[src/rtl/ofdm_result_uart.sv]
// Accepts one demodulator result, acknowledges it with a clear pulse and sends
// it to the host as an 8N1 UART frame: HEADER, STATUS, [12 data bytes], CHK.
module ofdm_result_uart #(
    parameter int          CLKS_PER_BIT = 234,
    parameter logic [7:0]  HEADER       = 8'hAA
) (
    input  logic        clk,
    input  logic        rst_n,
    input  logic        finish,
    input  logic        success,
    input  logic [95:0] res,
    output logic        clear,
    output logic        tx,
    output logic        busy
);

    localparam int                CNT_W     = $clog2(CLKS_PER_BIT);
    localparam logic [CNT_W-1:0]  BAUD_LAST = CNT_W'(CLKS_PER_BIT - 1);
    localparam logic [3:0]        LAST_OK   = 4'd14;
    localparam logic [3:0]        LAST_FAIL = 4'd2;

    typedef enum logic [1:0] {IDLE, START, DATA, STOP} state_t;

    state_t            state_reg, state_next;
    logic [CNT_W-1:0]  baud_reg;
    logic [2:0]        bit_reg;
    logic [3:0]        idx_reg;
    logic [95:0]       res_reg;
    logic              success_reg;
    logic [7:0]        chk_reg;
    logic              clear_reg;
    logic              busy_reg;

    logic [7:0]        data_bytes [12];
    logic [7:0]        status_byte;
    logic [7:0]        cur_byte;
    logic [7:0]        next_byte;
    logic [3:0]        idx_last;
    logic [3:0]        idx_inc;
    logic [3:0]        cur_sel;
    logic [3:0]        nxt_sel;
    logic              baud_done;
    logic              last_byte;
    logic              accept;

    genvar gi;
    generate
        for (gi = 0; gi < 12; gi++) begin : g_bytes
            assign data_bytes[gi] = res_reg[95 - 8*gi -: 8];
        end
    endgenerate

    assign status_byte = {7'd0, success_reg};
    assign baud_done   = (baud_reg == BAUD_LAST);
    assign idx_last    = success_reg ? LAST_OK : LAST_FAIL;
    assign last_byte   = (idx_reg == idx_last);
    assign idx_inc     = idx_reg + 4'd1;
    assign cur_sel     = idx_reg - 4'd2;
    assign nxt_sel     = idx_reg - 4'd1;
    assign accept      = (state_reg == IDLE) && finish && !clear_reg;

    // Byte on the wire comes only from the latched copy, so res may change freely.
    always_comb begin
        cur_byte = data_bytes[cur_sel];
        if (idx_reg == 4'd0)
            cur_byte = HEADER;
        else if (idx_reg == 4'd1)
            cur_byte = status_byte;
        else if (last_byte)
            cur_byte = chk_reg;
    end

    always_comb begin
        next_byte = data_bytes[nxt_sel];
        if (idx_inc == 4'd1)
            next_byte = status_byte;
    end

    // State register
    always_ff @(posedge clk or negedge rst_n) begin
        if (!rst_n)
            state_reg <= IDLE;
        else
            state_reg <= state_next;
    end

    // Next-state logic
    always_comb begin
        state_next = state_reg;
        case (state_reg)
            IDLE:  if (accept) state_next = START;
            START: if (baud_done) state_next = DATA;
            DATA:  if (baud_done && bit_reg == 3'd7) state_next = STOP;
            STOP:  if (baud_done) state_next = last_byte ? IDLE : START;
            default: state_next = IDLE;
        endcase
    end

    // Output logic
    always_comb begin
        tx = 1'b1;
        case (state_reg)
            START:   tx = 1'b0;
            DATA:    tx = cur_byte[bit_reg];
            default: tx = 1'b1;
        endcase
        clear = clear_reg;
        busy  = busy_reg;
    end

    // Datapath: baud/bit/byte counters, result latch and running checksum
    always_ff @(posedge clk or negedge rst_n) begin
        if (!rst_n) begin
            baud_reg    <= '0;
            bit_reg     <= '0;
            idx_reg     <= '0;
            res_reg     <= '0;
            success_reg <= 1'b0;
            chk_reg     <= '0;
            clear_reg   <= 1'b0;
            busy_reg    <= 1'b0;
        end else begin
            clear_reg <= accept;
            if (state_reg == IDLE) begin
                baud_reg <= '0;
                bit_reg  <= '0;
                if (accept) begin
                    res_reg     <= res;
                    success_reg <= success;
                    chk_reg     <= '0;
                    idx_reg     <= '0;
                    busy_reg    <= 1'b1;
                end
            end else begin
                baud_reg <= baud_done ? '0 : baud_reg + CNT_W'(1);
                if (state_reg == START && baud_done)
                    bit_reg <= '0;
                if (state_reg == DATA && baud_done)
                    bit_reg <= bit_reg + 3'd1;
                if (state_reg == STOP && baud_done) begin
                    if (last_byte) begin
                        busy_reg <= 1'b0;
                    end else begin
                        idx_reg <= idx_inc;
                        // The checksum byte itself is not folded into the checksum.
                        if (idx_inc != idx_last)
                            chk_reg <= chk_reg ^ next_byte;
                    end
                end
            end
        end
    end

endmodule

[config.mk]
export PLATFORM = sky130hd
export DESIGN_NAME = ofdm_result_uart
export DESIGN_NICKNAME = d
export VERILOG_FILES = /design/src/rtl/ofdm_result_uart.sv
export SDC_FILE = /design/constraint.sdc
export NUM_CORES = 1
export LEC_CHECK = 0
export CAP_MARGIN = 15
export CORE_UTILIZATION = 40
export CTS_BUF_LIST = sky130_fd_sc_hd__clkbuf_16
export DETAILED_ROUTE_END_ITERATION = 10
export SLEW_MARGIN = 20
export SYNTH_ARGS = -nofsm -noshare
export SYNTH_HDL_FRONTEND = slang
export SYNTH_SLANG_ARGS = --single-unit
[constraint.sdc]
create_clock -name clk -period 6 [get_ports clk]
set_input_delay 0.6 -clock clk [delete_from_list [all_inputs] [get_ports clk]]
set_output_delay 0.6 -clock clk [all_outputs]
set_load 0.1 [all_outputs]
==> results of run 1 <==
==> final cells by class <==
class,count,share of cell area
Multi-Input combinational cell,540,0.417
Sequential cell,124,0.359
Timing Repair Buffer,109,0.123
Clock buffer,17,0.0491
Tap cell,220,0.0318
Clock inverter,15,0.0134
Inverter,14,0.00607
==> critical path, delay by kind of cell (launching register included) <==
| family | cells | cell delay, ns |
|---|---|---|
| AO/OA/AOI/OAI | 4 | 0.70 |
| buffers and inverters | 2 | 0.72 |
| flip-flops | 1 | 0.99 |
| multiplexers | 2 | 0.82 |
==> power breakdown <==
group | switching, uW | internal [uW]
combinational | 25.2 | 56.6
sequential | 0 | 836
clock | 410 | 533
==> cell usage in the layout (no fill, tap or decap), types with 9 or more instances in the layout <==
master and instances:
mux2i_1 20, clkbuf_16 17, inv_1 13, nand4_1 12
mux4_2 47, nor2_1 25, buf_4 9, o21ai_0 11
nand3_1 10, ha_1 16, nand2_1 309, clkdlybuf4s50_1 100
xor2_1 11, dfrtp_1 123
==> layer usage <==
layer / vias up / wire, um
met5: - / 0
met4: 0 / 241
met3: 17 / 884
met2: 155 / 8900
met1: 2745 / 8290
li1: 2632 / -
==> path summary, 6_finish.rpt <==
check                                            start  slack, ns                      to
worst min register to register   baud_reg[0]$_DFF_PN0_       0.49   baud_reg[0]$_DFF_PN0_
min in group clk                 baud_reg[0]$_DFF_PN0_       0.49   baud_reg[0]$_DFF_PN0_
worst max-delay path            idx_reg[0]$_DFFE_PN0P_       1.74                      tx
max in group asynchronous                        rst_n       4.42  idx_reg[0]$_DFFE_PN0P_
worst max register to register  idx_reg[0]$_DFFE_PN0P_       2.29  chk_reg[0]$_DFFE_PN0P_
worst min-delay path                             rst_n       0.25        busy$_DFFE_PN0P_
==> kinds of logic (layout without fill, tap and decap cells) <==
logic type,Yosys count,after routing
adder cells (fa/ha/maj),16,16
XOR/XNOR,18,18
AO/OA/AOI/OAI,57,57
AND/OR/NAND/NOR,378,378
flip-flops,124,124
multiplexers,71,71
buffers and inverters,56,155
==> stage by stage <==
stage               power (uW)  worst slack, ns
floorplan                  852             1.44
global placement           934             2.20
detailed placement         935             2.15
CTS                       1890             1.68
global route              1930             1.40
finish                    1860             1.74
==> results.sh, run 1 <==
export IMPL_outcome="completed"
export IMPL_cp_slowest_stage_delay_ns=0.99
export IMPL_syn_cell_area_um2=6990
export IMPL_reg2regPathDepth=9
export IMPL_synthTopCellsByCount="nand2_1 (309), dfrtp_1 (124), mux4_2 (47), nor2_1 (25), clkbuf_1 (22)"
export IMPL_met2_usage=0.351
export IMPL_first_iter_violations=434
export IMPL_ff_latch_area_um2=3100
export IMPL_grt_max_degree=65
export IMPL_syn_nets=836
export IMPL_worst_pin_slew_ns=0.964
export IMPL_synth_top_family_by_area="simple AND/OR/NAND/NOR gates"
export IMPL_start_util=0.416
export IMPL_synth_area_leaders="dfrtp_1 (44%), nand2_1 (17%), mux4_2 (15%)"
export IMPL_grt_busiest_layer="met2"
export IMPL_grt_pass1_wl_um=30400
export IMPL_max_freq_mhz=235
export IMPL_grt_util_met1=0.307
export IMPL_cts_htree_levels=4
export IMPL_fin_crit_sh=0.710
export IMPL_cp_arrival_ns=3.66
export IMPL_worst_path_max_delay_cell="dfrtp_2"
export IMPL_clkTransAtPathRegs_ns=0.06
export IMPL_core_um2=16800
export IMPL_synthArstFlopShare=1.00
export IMPL_placed_area_um2=8110
export IMPL_multi_input_area_um2=3610
export IMPL_drt_wirelength_per_cell_um=17.6
export IMPL_synth_simple_gate_area_frac=0.220
export IMPL_synth_distinct_cells=58
export IMPL_vdd_drop_max_uv=189
export IMPL_synth_edf_count=0
export IMPL_cts_resized=0
export IMPL_drv_slew=0
export IMPL_min_period_ns=4.26
export IMPL_placed_cells=1007
export IMPL_ys_seq_area_frac=0.444
export IMPL_hold_viol_final=0
export IMPL_worstSetupEndpointType="output pin"
export IMPL_p_leak_uw=0.00427
export IMPL_relSlewSlack=0.356
export IMPL_tritoncts="yes"
export IMPL_final_setup_tns_ns=0
export IMPL_synth_compound_area_frac=0.0573
export IMPL_use_met3=0.0446
export IMPL_cts_sinks=124
export IMPL_via_count=5549
export IMPL_stdcell_count=1039
export IMPL_drtPass1Iterations=4
export IMPL_n_antenna_cell=0
export IMPL_power_density_nw_per_um2=215
export IMPL_ys_warn_count=0
export IMPL_num_rows=47
export IMPL_cp_max_fo=35
export IMPL_hpwl_um=13300
export IMPL_dieArea_um2=18000
export IMPL_gp_congestion=0.947
export IMPL_cts_root_buf="clkbuf_16"
export IMPL_clock_path_buffers=2
export IMPL_crit_chain="buf_4 -> mux4_2 -> mux2_2 -> a22oi_1 -> a22oi_1 -> a32oi_1 -> a31oi_1 -> buf_4"
export IMPL_yosys_area_share_adder=0.0286
export IMPL_via_per_inst=5.34
export IMPL_largest_reg_flops=96
export IMPL_synth_mux_area_frac=0.186
export IMPL_synth_top_area_frac=0.444
export IMPL_nets=922
export IMPL_synth_xor_area_share=0.0247
export IMPL_syn_avg_cell_area_um2=9.71
export IMPL_grt_pass1_vias=5557
export IMPL_area_growth_pct=23.8
export IMPL_post_synth_top_count_cell="nand2_1"
export IMPL_layout_drive_gt1_share=0.128
export IMPL_synth_cells=720
export IMPL_rsz0062_at_grt="no"
export IMPL_synthFlopType="dfrtp_1"
export IMPL_antenna_found_initial=0
export IMPL_grt_overflow=0
export IMPL_pin_count=103
export IMPL_clk_insertion_delay_late_ns=0.43
export IMPL_grt_usage=0.221
export IMPL_fin_util=0.515
export IMPL_drc=0
export IMPL_ctsHoldBuffers=0
export IMPL_startpoint_type="flip-flop"
export IMPL_cap_violations=0
export IMPL_finalClockSkew_ns=0.00928
export IMPL_final_area_um2=8660
export IMPL_totalWireLength_um=18300
export IMPL_ant_nets=0
export IMPL_synth_largest_area_cell="dfrtp_1"
export IMPL_worstPathRequired_ns=5.40
export IMPL_critPathKind="flip-flop to output pin"
export IMPL_hold_slack_ns=0.246
export IMPL_die_h_um=134
export IMPL_n_fill_cell=1564
export IMPL_yosys_register_bits=124
export IMPL_numCtsBuffers=17
export IMPL_cts_setup_buffers=0
export IMPL_port_buffers=102
export IMPL_hp_class="primary input to asynchronous set/reset pin"
export IMPL_dieWidth_um=134
export IMPL_final_setup_viol_count=0
No activity file was read; power rests on OpenSTA's default activity.
==> inputs of run 2 (changes only) <==
- clock period: 6 -> 4.15 ns (I/O delays scaled with it)
==> results.sh, run 2 (synthesis gave the netlist of run 1 again) <==
export IMPL_outcome="completed"
export IMPL_stdcell_count=1044
export IMPL_clk_insertion_delay_late_ns=0.42
export IMPL_crit_chain="inv_1 -> ha_1 -> or3b_4 -> nand2_2 -> o22ai_1 -> a2111oi_0 -> a32oi_1 -> a31oi_2 -> buf_12"
export IMPL_ctsHoldBuffers=0
export IMPL_grt_pass1_wl_um=30500
export IMPL_final_setup_viol_count=0
export IMPL_drv_slew=0
export IMPL_m1WireLength_um=8400
export IMPL_cts_setup_buffers=0
export IMPL_layout_drive_gt1_share=0.135
export IMPL_cts_root_buf="clkbuf_16"
export IMPL_worst_path_max_delay_cell="dfrtp_2"
export IMPL_power_density_nw_per_um2=314
export IMPL_placed_cells=1012
export IMPL_startpoint_type="flip-flop"
export IMPL_via_per_inst=5.38
export IMPL_cts_sinks=124
export IMPL_numCtsBuffers=17
export IMPL_dieArea_um2=18000
export IMPL_top_layer_used="met4"
export IMPL_final_area_um2=8760
export IMPL_placed_area_um2=8200
export IMPL_final_common_cell="nand2_1"
export IMPL_port_buffers=102
export IMPL_worstPathRequired_ns=3.73
export IMPL_grt_usage=0.221
export IMPL_tritoncts="yes"
export IMPL_setup_ws_ns=0.370
export IMPL_cp_max_fo=22
export IMPL_power_uw=2750
export IMPL_core_um2=16800
export IMPL_totalWireLength_um=18500
export IMPL_hp_class="primary input to asynchronous set/reset pin"
export IMPL_cts_htree_levels=4
export IMPL_grt_max_degree=73
export IMPL_relSlewSlack=0.346
export IMPL_dieWidth_um=134
export IMPL_grt_overflow=0
export IMPL_cp_arrival_ns=3.37
export IMPL_cts_resized=0
export IMPL_grt_pass1_vias=5832
export IMPL_fin_crit_sh=0.911
export IMPL_nets=927
export IMPL_drt_wirelength_per_cell_um=17.8
export IMPL_cap_violations=0
export IMPL_gp_congestion=0.921
export IMPL_cp_slowest_stage_delay_ns=0.63
export IMPL_vdd_drop_max_uv=253
export IMPL_worstSetupEndpointType="output pin"
export IMPL_die_h_um=134
export IMPL_rsz0062_at_grt="no"
export IMPL_critPathBufInv=2
export IMPL_largest_reg_flops=96
export IMPL_max_freq_mhz=265
export IMPL_final_setup_tns_ns=0
export IMPL_crit_family="compound AO/OA/AOI/OAI gates"
export IMPL_first_iter_violations=270
export IMPL_start_util=0.416
export IMPL_antenna_found_initial=0
export IMPL_min_period_ns=3.78
export IMPL_ff_latch_area_um2=3100
export IMPL_p_leak_uw=0.00432
export IMPL_clkTransAtPathRegs_ns=0.06
export IMPL_pin_count=103
export IMPL_finalClockSkew_ns=0.00873
export IMPL_clock_path_buffers=2
export IMPL_via_count=5613
export IMPL_hold_viol_final=0
export IMPL_drtPass1Iterations=4
export IMPL_n_antenna_cell=0
export IMPL_num_rows=47
export IMPL_critPathKind="flip-flop to output pin"
export IMPL_hpwl_um=13500
export IMPL_preCtsSetupSlack_ns=0.842
export IMPL_wl_met2_um=8930
export IMPL_mostFrequentLayoutCells="nand2_1 (309), dfrtp_1 (123), clkdlybuf4s50_1 (100)"
export IMPL_area_growth_pct=25.3
export IMPL_n_fill_cell=1540
export IMPL_drc=0
export IMPL_multi_input_area_um2=3620
export IMPL_worst_pin_slew_ns=0.975
export IMPL_ant_nets=0
export IMPL_wl_met3_um=916
[run 2: worst paths after layout]
path,startpoint,endpoint,slack [ns],depth (start not counted)
max in group asynchronous,rst_n,data_bytes[81]$_DFFE_PN0P_,3.28,2
min,rst_n,baud_reg[5]$_DFF_PN0_,0.06,1
max,idx_reg[0]$_DFFE_PN0P_,tx,0.37,9
min in group clk,baud_reg[0]$_DFF_PN0_,baud_reg[0]$_DFF_PN0_,0.49,1
max reg2reg,idx_reg[0]$_DFFE_PN0P_,chk_reg[6]$_DFFE_PN0P_,0.95,8
min reg2reg,baud_reg[0]$_DFF_PN0_,baud_reg[0]$_DFF_PN0_,0.49,1
[run 2: metrics by stage]
stage	util	hold WS (ns)
after detailed placement	0.487	0.485
after global placement	0.487	0.472
after CTS	0.521	0.0789
after floorplan	-	0.119
after global routing	0.521	0.115
final	0.521	0.0648
[run 2: final cells by class]
class | count | area share
repair buffers | 114 | 0.131
flip-flops and latches | 124 | 0.354
well taps | 220 | 0.0314
multi-input cells | 540 | 0.413
clock buffers | 17 | 0.0486
inverters | 14 | 0.00600
clock inverters | 15 | 0.0160
[run 2: layer usage]
metal,vias to the layer above,track usage
li1,2642,-
met1,2799,0.292
met2,151,0.362
met3,21,0.0506
met4,0,0.0655
met5,-,0
[run 2: report_power, final]
group	switching [uW]	internal (uW)	leakage, uW	total [uW]
Clock	589	832	0.000269	1420
Combinational	36.9	83.3	0.00237	120
Sequential	0	1210	0.00168	1210
Total	626	2120	0.00432	2750
==> inputs of run 3 (changes only) <==
- CORE_MARGIN: unset -> 5
==> results.sh, run 3 (synthesis gave the netlist of run 1 again) <==
export IMPL_core_um2=17200
export IMPL_cts_root_buf="clkbuf_16"
export IMPL_ant_nets=0
export IMPL_setup_ws_ns=0.512
export IMPL_totalWireLength_um=18200
export IMPL_worstPathRequired_ns=3.73
export IMPL_start_util=0.406
export IMPL_cp_arrival_ns=3.22
export IMPL_fin_crit_sh=0.877
export IMPL_final_setup_viol_count=0
export IMPL_dieArea_um2=20200
export IMPL_pin_count=103
export IMPL_die_h_um=142
export IMPL_grt_overflow=0
export IMPL_preCtsSetupSlack_ns=0.729
export IMPL_power_density_nw_per_um2=316
export IMPL_clk_insertion_delay_late_ns=0.42
export IMPL_num_rows=48
export IMPL_finalClockSkew_ns=0.00856
export IMPL_antenna_found_initial=0
export IMPL_relSlewSlack=0.338
export IMPL_nets=925
export IMPL_clkTransAtPathRegs_ns=0.06
export IMPL_hold_viol_final=0
export IMPL_r2r_start="idx_reg[0]$_DFFE_PN0P_"
export IMPL_clock_path_buffers=2
export IMPL_p_int_uw=2170
export IMPL_combPwrFrac=0.043
export IMPL_cap_violations=0
export IMPL_rsz0062_at_grt="no"
export IMPL_swShare=0.216
export IMPL_gp_congestion=0.855
export IMPL_first_iter_violations=340
export IMPL_outcome="completed"
export IMPL_cts_htree_levels=4
export IMPL_p_leak_uw=0.00431
export IMPL_area_growth_pct=25.2
export IMPL_min_period_ns=3.64
export IMPL_layout_drive_gt1_share=0.131
export IMPL_final_setup_tns_ns=0
export IMPL_startpoint_type="flip-flop"
export IMPL_largest_reg_flops=96
export IMPL_placed_area_um2=8170
export IMPL_n_fill_cell=1580
export IMPL_cp_startpoint="idx_reg[2]$_DFFE_PN0P_"
export IMPL_critPathKind="flip-flop to output pin"
export IMPL_hp_class="flip-flop to flip-flop"
export IMPL_cts_setup_buffers=0
export IMPL_via_count=5399
export IMPL_drc=0
export IMPL_max_freq_mhz=275
export IMPL_p_sw_uw=598
export IMPL_n_antenna_cell=0
export IMPL_final_common_cell="nand2_1"
export IMPL_grt_usage=0.188
export IMPL_mostFrequentLayoutCells="nand2_1 (309), dfrtp_1 (123), clkdlybuf4s50_1 (100)"
export IMPL_tritoncts="yes"
export IMPL_hp_start="baud_reg[0]$_DFF_PN0_"
export IMPL_drtPass1Iterations=4
export IMPL_worst_pin_slew_ns=0.993
export IMPL_port_buffers=102
export IMPL_via_per_inst=5.16
export IMPL_power_frac_seq=0.437
export IMPL_drv_slew=0
export IMPL_drt_wirelength_per_cell_um=17.4
export IMPL_grt_max_degree=108
export IMPL_worstSetupEndpointType="output pin"
export IMPL_fin_util=0.508
export IMPL_grt_pass1_wl_um=29900
export IMPL_cts_sinks=124
export IMPL_cp_max_fo=14
export IMPL_numCtsBuffers=17
export IMPL_vdd_drop_max_uv=263
export IMPL_dieWidth_um=142
export IMPL_hpwl_um=13300
export IMPL_clockPowerShare=0.520
export IMPL_final_area_um2=8750
export IMPL_grt_pass1_vias=5654
export IMPL_hold_slack_ns=0.483
[run 3: cell count changes in the layout (fill, tap and decap cells not counted), moves of 2 or more]
cell,previous run,this run
buf_4,11,9
clkinv_2,1,4
clkinv_4,4,1
inv_6,5,3
[run 3: final timing paths]
check	end	slack (ns)	depth (start not counted)
max reg2reg	chk_reg[0]$_DFFE_PN0P_	1.14	9
max in group asynchronous	data_bytes[52]$_DFFE_PN0P_	2.66	3
min	baud_reg[0]$_DFF_PN0_	0.48	1
max	tx	0.51	9
min in group asynchronous	chk_reg[1]$_DFFE_PN0P_	0.49	2
min reg2reg	baud_reg[0]$_DFF_PN0_	0.48	1
[run 3: per-layer routing]
metal	track usage	up-vias	share of wire
met3	0.0454	10	0.053
met2	0.294	133	0.48
li1	-	2628	-
met1	0.267	2628	0.46
met4	0.0455	0	0.012
met5	0	-	0
[run 3: power groups by stage]
stage | logic (uW) | registers (uW) | clock network [uW]
after floorplan | 1.04 | 1230 | 0
after global placement | 119 | 1230 | 0
after detailed placement | 120 | 1230 | 0
after CTS | 122 | 1210 | 1470
after global routing | 130 | 1210 | 1520
final | 119 | 1210 | 1440
[run 3: timing repair]
item / CTS / global route
gates resized for setup: 0 / 1
endpoints found under the setup margin: 0 / 1
hold buffers: 1 / 0
endpoints found under the hold margin: 31 / 0
[run 3: layout make-up]
type,instances,area (um^2),area share
multi-input combinational,540,3630,0.414
timing repair buffer,112,1120,0.128
tap,225,282,0.0322
inverter,14,52.6,0.00600
clock inverter,15,145,0.0166
clock buffer,17,425,0.0486
sequential,124,3100,0.355
[run 3: stage by stage]
step / total power (uW) / instances
after floorplan: 1230 / 720
after global placement: 1350 / 1014
after detailed placement: 1350 / 1014
after CTS: 2800 / 1047
after global routing: 2860 / 1047
final: 2770 / 1047
[run 3: critical path, cell delays in order, from the launching register on]
cell and delay [ns]:
dfrtp_1 0.64, inv_1 0.15, ha_1 0.26, xor2_2 0.44, mux2_2 0.40, a22oi_1 0.19
a22oi_1 0.13, a32oi_1 0.23, a31oi_2 0.16, buf_12 0.20
